`src/rtl/rca_pkg.sv`:
```
// Shared types and sizes for the four-requester shared-adder arbiter.
package rca_pkg;
   localparam int NUM_REQ = 4;
   localparam int DATA_W  = 32;
   localparam int ID_W    = 2;

   typedef logic [ID_W-1:0]   req_id_t;
   typedef logic [DATA_W-1:0] word_t;

   function automatic req_id_t next_id(input req_id_t id);
      return id + req_id_t'(1);
   endfunction
endpackage

```
`src/rtl/rca.sv`:
```
// 32-bit ripple-carry adder, carry-in tied to 0, no internal pipelining.
module rca
   import rca_pkg::*;
(
   input  word_t a,
   input  word_t b,
   output word_t sum,
   output logic  cout
);

   logic c;

   always_comb begin
      c   = 1'b0;
      sum = '0;
      for (int i = 0; i < DATA_W; i++) begin
         sum[i] = a[i] ^ b[i] ^ c;
         c      = (a[i] & b[i]) | (c & (a[i] ^ b[i]));
      end
      cout = c;
   end

endmodule

```
`src/rtl/rr_arb4.sv`:
```
// Combinational round-robin grant: first set request at or above ptr, wrapping 3->0.
module rr_arb4
   import rca_pkg::*;
(
   input  logic [NUM_REQ-1:0] req,
   input  req_id_t            ptr,
   input  logic               en,
   output logic [NUM_REQ-1:0] gnt,
   output req_id_t            idx,
   output logic               any
);

   req_id_t cand;

   always_comb begin
      gnt  = '0;
      idx  = ptr;
      any  = 1'b0;
      cand = ptr;
      for (int k = 0; k < NUM_REQ; k++) begin
         cand = ptr + req_id_t'(k);
         if (en && !any && req[cand]) begin
            any = 1'b1;
            idx = cand;
         end
      end
      if (any) gnt[idx] = 1'b1;
   end

endmodule

```
`src/rtl/rca_arbiter.sv`:
```
// Four requesters share one ripple-carry adder; results land in a single-entry
// output register drained by a valid/ready consumer.
module rca_arbiter
   import rca_pkg::*;
(
   input  logic                      clk,
   input  logic                      rst_n,
   input  logic [NUM_REQ-1:0]        req_valid,
   output logic [NUM_REQ-1:0]        req_ready,
   input  logic [NUM_REQ*DATA_W-1:0] req_a,
   input  logic [NUM_REQ*DATA_W-1:0] req_b,
   output logic                      res_valid,
   input  logic                      res_ready,
   output word_t                     res_sum,
   output logic                      res_cout,
   output req_id_t                   res_id,
   output logic [15:0]               ops_count
);

   logic    can_issue;
   logic    arb_en;
   logic    grant;
   req_id_t gnt_idx;
   req_id_t rr_ptr;
   word_t   a_sel;
   word_t   b_sel;
   word_t   sum;
   logic    cout;

   // A full register may only accept new data in the cycle it is drained.
   assign can_issue = !res_valid || res_ready;
   // Keep req_ready low for the whole time reset is held.
   assign arb_en    = can_issue && rst_n;

   rr_arb4 u_arb (
      .req (req_valid),
      .ptr (rr_ptr),
      .en  (arb_en),
      .gnt (req_ready),
      .idx (gnt_idx),
      .any (grant)
   );

   assign a_sel = req_a[gnt_idx*DATA_W +: DATA_W];
   assign b_sel = req_b[gnt_idx*DATA_W +: DATA_W];

   rca u_rca (
      .a    (a_sel),
      .b    (b_sel),
      .sum  (sum),
      .cout (cout)
   );

   always_ff @(posedge clk or negedge rst_n) begin
      if (!rst_n) begin
         res_valid <= 1'b0;
         res_sum   <= '0;
         res_cout  <= 1'b0;
         res_id    <= '0;
         rr_ptr    <= '0;
         ops_count <= '0;
      end else begin
         if (grant) begin
            res_valid <= 1'b1;
            res_sum   <= sum;
            res_cout  <= cout;
            res_id    <= gnt_idx;
            rr_ptr    <= next_id(gnt_idx);
         end else if (res_ready) begin
            res_valid <= 1'b0;
         end
         if (res_valid && res_ready) ops_count <= ops_count + 16'd1;
      end
   end

endmodule

```
`config.mk`:
```
export PLATFORM = sky130hd
export DESIGN_NAME = rca_arbiter
export DESIGN_NICKNAME = d
export VERILOG_FILES = /design/src/rtl/rca_pkg.sv /design/src/rtl/rca.sv /design/src/rtl/rr_arb4.sv /design/src/rtl/rca_arbiter.sv
export SDC_FILE = /design/constraint.sdc
export NUM_CORES = 1
export LEC_CHECK = 0
export CAP_MARGIN = 10
export CORE_AREA = 2 2 124 126
export DETAILED_ROUTE_END_ITERATION = 10
export DIE_AREA = 0 0 126 128
export PLACE_DENSITY = 0.74
export SYNTH_ARGS = -nofsm -noshare
export SYNTH_HDL_FRONTEND = slang
export SYNTH_HIERARCHICAL = 1
export SYNTH_SLANG_ARGS = --single-unit
export TNS_END_PERCENT = 1
```
`constraint.sdc`:
```
create_clock -name clk -period 17.5 [get_ports clk]
set_input_delay 3.5 -clock clk [delete_from_list [all_inputs] [get_ports clk]]
set_output_delay 3.5 -clock clk [all_outputs]
set_load 0.01 [all_outputs]
```
==> results.md <==
* Max IR drop VDD at 0.105 mV
* Slew Viols, Final at 0
* Mean Syn Cell Area at 14.6 sq um
* Vias/cell at 5.16
* Sw power at 0.631 mW
* Leak at 3.30 nW
* Worst slew margin at 36.3%
* Yosys reg bits at 54
* Die width at 126 um
* Number of global-route vias before repair at 4713
* Share of Yosys cell area claimed by the top area cell type at 30.1%
* Startpoint types: input port
* Htree depth at 2
* WHS at 474 ps
* CTS max path bufs at 2
* Clk sinks at 54
* Synth area leaders: mux4_2 30%, dfrtp_1 28%, fa_1 13%
* Fraction of registers with async set/reset at 100%
* CTS root buffer: clkbuf_16
* DR WL/cell at 20.8 um
* Fin nets at 953
* Area grow syn2layout at 79.1%
* Final cycle utilization of the critical path at 97.5%
* Data required time of the critical path at 17730 ps
* Seq/Total Area, Yosys at 28.2%
* Synth cell types at 50
* Clock Latency Late Sink at 290 ps
* 1st-pass router iterations at 4
* Minimum clock period at 17070 ps
* Yosys top cell by area: mux4_2
* Crit path kind: in -> reg
* Max_cap viols at 0
* Post-Syn Area at 0.00479 sq mm
* Max Clk Rate at 58.6 MHz
* Initial antenna violation count at 3
* Worst-margin pin slew at 955 ps
* Flop pwr share at 14.9%
* CP top delay family: adder cells
* Inserted Clock Buffers at 5
* Total vias in the final route at 4367
* Ys flop type: dfrtp_1
* Largest net degree at the start of global routing at 55
* RSZ-0062 raised after global routing: false
* Grt met2 use at 37.6%
* Port Buffers at 318
* Residual DRC at 0
* Critical path's largest stage delay at 540 ps
* Antenna viol nets, final at 0
* Gate power share at 78.1%
* Critical path data arrival time at 17300 ps
* First-pass GRT wire length at 26.3 mm
* Top Ports at 319
* Clock Pin Slew Worst Setup and Hold Paths at 70 ps
* Syn_nets at 624
* Synth Warn # at 6
* Fraction of layout cells with a size suffix above 1 at 27.5%
* Die footprint at 0.0161 sq mm
* Post-Syn Instances at 328
* Total gr overflow at 0
* CP Buf/Inv Count at 6
* Gr usage total at 21.3%
* Filler cells at 1250
* Pwr Total at 1.61 mW
* Internal Dissipation at 0.975 mW
* CTS tree: done
* Hold Path Class: reg -> reg
* Crit Path Max Fanout at 7
* Initial core utilization at 32.2%
* Most used cell along the critical path: fa_2
* Met3 Resource Use GR at 5.59%
* Final Util at 57.7%
* Outcome: finished clean
* Final setup vio count at 0
* M1 GR Usage at 26.2%
* Setup Skew at 6.75 ps
* Max stage delay cell, worst path: or4_4
* Total core area at 0.0149 sq mm
* Switching Fraction at 39.3%
* Final HPWL DP at 14.8 mm
* Clk pwr share at 7.1%
* Site Rows at 45
* Post-synth EDFFs at 0
* Die outline height at 128 um
* Pwr dens at 187 mW/mm^2
* GRT busiest layer: met2
* CP Capture Type: flip-flop
* Post-Route WL at 17.6 mm
* Final GP Congestion at 0.852
* Hold Violations, Final at 0
* 1st-iter DRT viols at 213
## cell usage in the layout (no fill, tap or decap), types with 2 or more instances in the layout
master / instances
clkdlybuf4s50_1: 315
mux4_2: 64
dfrtp_1: 54
mux2_2: 36
buf_4: 29
fa_2: 22
inv_1: 18
nor2_1: 11
xnor2_1: 10
nand2_1: 10
fa_1: 9
mux2i_1: 7
xor2_1: 6
nand2b_1: 5
clkbuf_16: 5
a21oi_1: 4
nand4_1: 3
nand3_1: 2
nor3_2: 2
ha_1: 2
a21oi_2: 2
o22ai_2: 2
xnor2_2: 2
or4_4: 2
o21ai_1: 2
a22oi_1: 2
a22o_1: 2
## final timing paths
kind,from,endpoint,slack (ps),depth (start not counted)
max,req_valid[1],res_sum[31],430,45
max reg2reg,rr_ptr[0],res_sum[31],3190,44
min reg2reg,ops_count[15],ops_count[15],470,1
min,ops_count[15],ops_count[15],470,1
min in group asynchronous,rst_n,res_sum[29],3420,2
max in group asynchronous,rst_n,res_sum[6],13600,2
## per-layer routing
metal,vias up,part of all wire [%]
li1,1922,-
met4,4,1.6
met3,25,8.8
met5,-,0.16
met2,229,53
met1,2187,37
## layout make-up
class                           instances  area [sq um]  share of cell area, %
Timing Repair Buffer                  348          3420                   39.9
Clock inverter                          2          37.5                  0.438
Multi-Input combinational cell        230          3330                   38.9
Clock buffer                            6           129                   1.50
Antenna cell                            1          2.50                 0.0292
Tap cell                              188           235                   2.74
Sequential cell                        54          1350                   15.8
Inverter                               18          67.6                  0.788
## Yosys cell counts (6+ instances only)
cell type,n
buf_2,8
dfrtp_1,54
fa_1,31
inv_1,18
mux2_2,36
mux2i_1,7
mux4_2,64
nand2_1,10
nor2_1,11
xnor2_1,12
xor2_1,6
## kinds of logic (layout without fill, tap and decap cells)
| logic type | count (synthesis) | in the layout | share of synthesized area (%) |
|---|---|---|---|
| AOI/OAI and AO/OA | 26 | 26 | 4.03 |
| xor gates and xnor gates | 18 | 18 | 3.29 |
| adders and majority gates | 33 | 33 | 13.5 |
| buffers and inverters | 44 | 374 | 4.68 |
| DFF | 54 | 54 | 28.2 |
| muxes | 108 | 108 | 40.6 |
| other | 0 | 1 | 0 |
| and+or+nand+nor | 45 | 45 | 5.70 |
## power groups by stage
stage	Combinational (mW)	Clock, mW	Sequential (mW)
global placement	1.19	0	0.239
global route	1.39	0.122	0.248
detailed placement	1.23	0	0.241
floorplan	0.826	0	0.249
CTS	1.26	0.117	0.238
finish	1.25	0.113	0.239
## per-stage QoR
stage | setup TNS (ps) | worst slack (ps) | cells | area [sq um]
floorplan | 0 | 25.3 | 328 | 4820
global route | 0 | 23.0 | 847 | 8570
CTS | 0 | 14.5 | 846 | 8520
global placement | -2260 | -815 | 836 | 8290
detailed placement | -2810 | -946 | 836 | 8290
finish | 0 | 430 | 847 | 8570
## registers in the layout, summed over array words and instances, names as in the netlist
register   flops
res_sum       32
ops_count     16
res_id         2
rr_ptr         2
res_cout       1
res_valid      1
## repair_timing
action / CTS / global route
hold buffers: 0 / 0
setup buffers: 2 / 0
gates resized for setup: 16 / 15
endpoints found under the setup margin: 4 / 3
pin swaps: 3 / 4
Note: power is estimated with default switching activity, not from simulation.
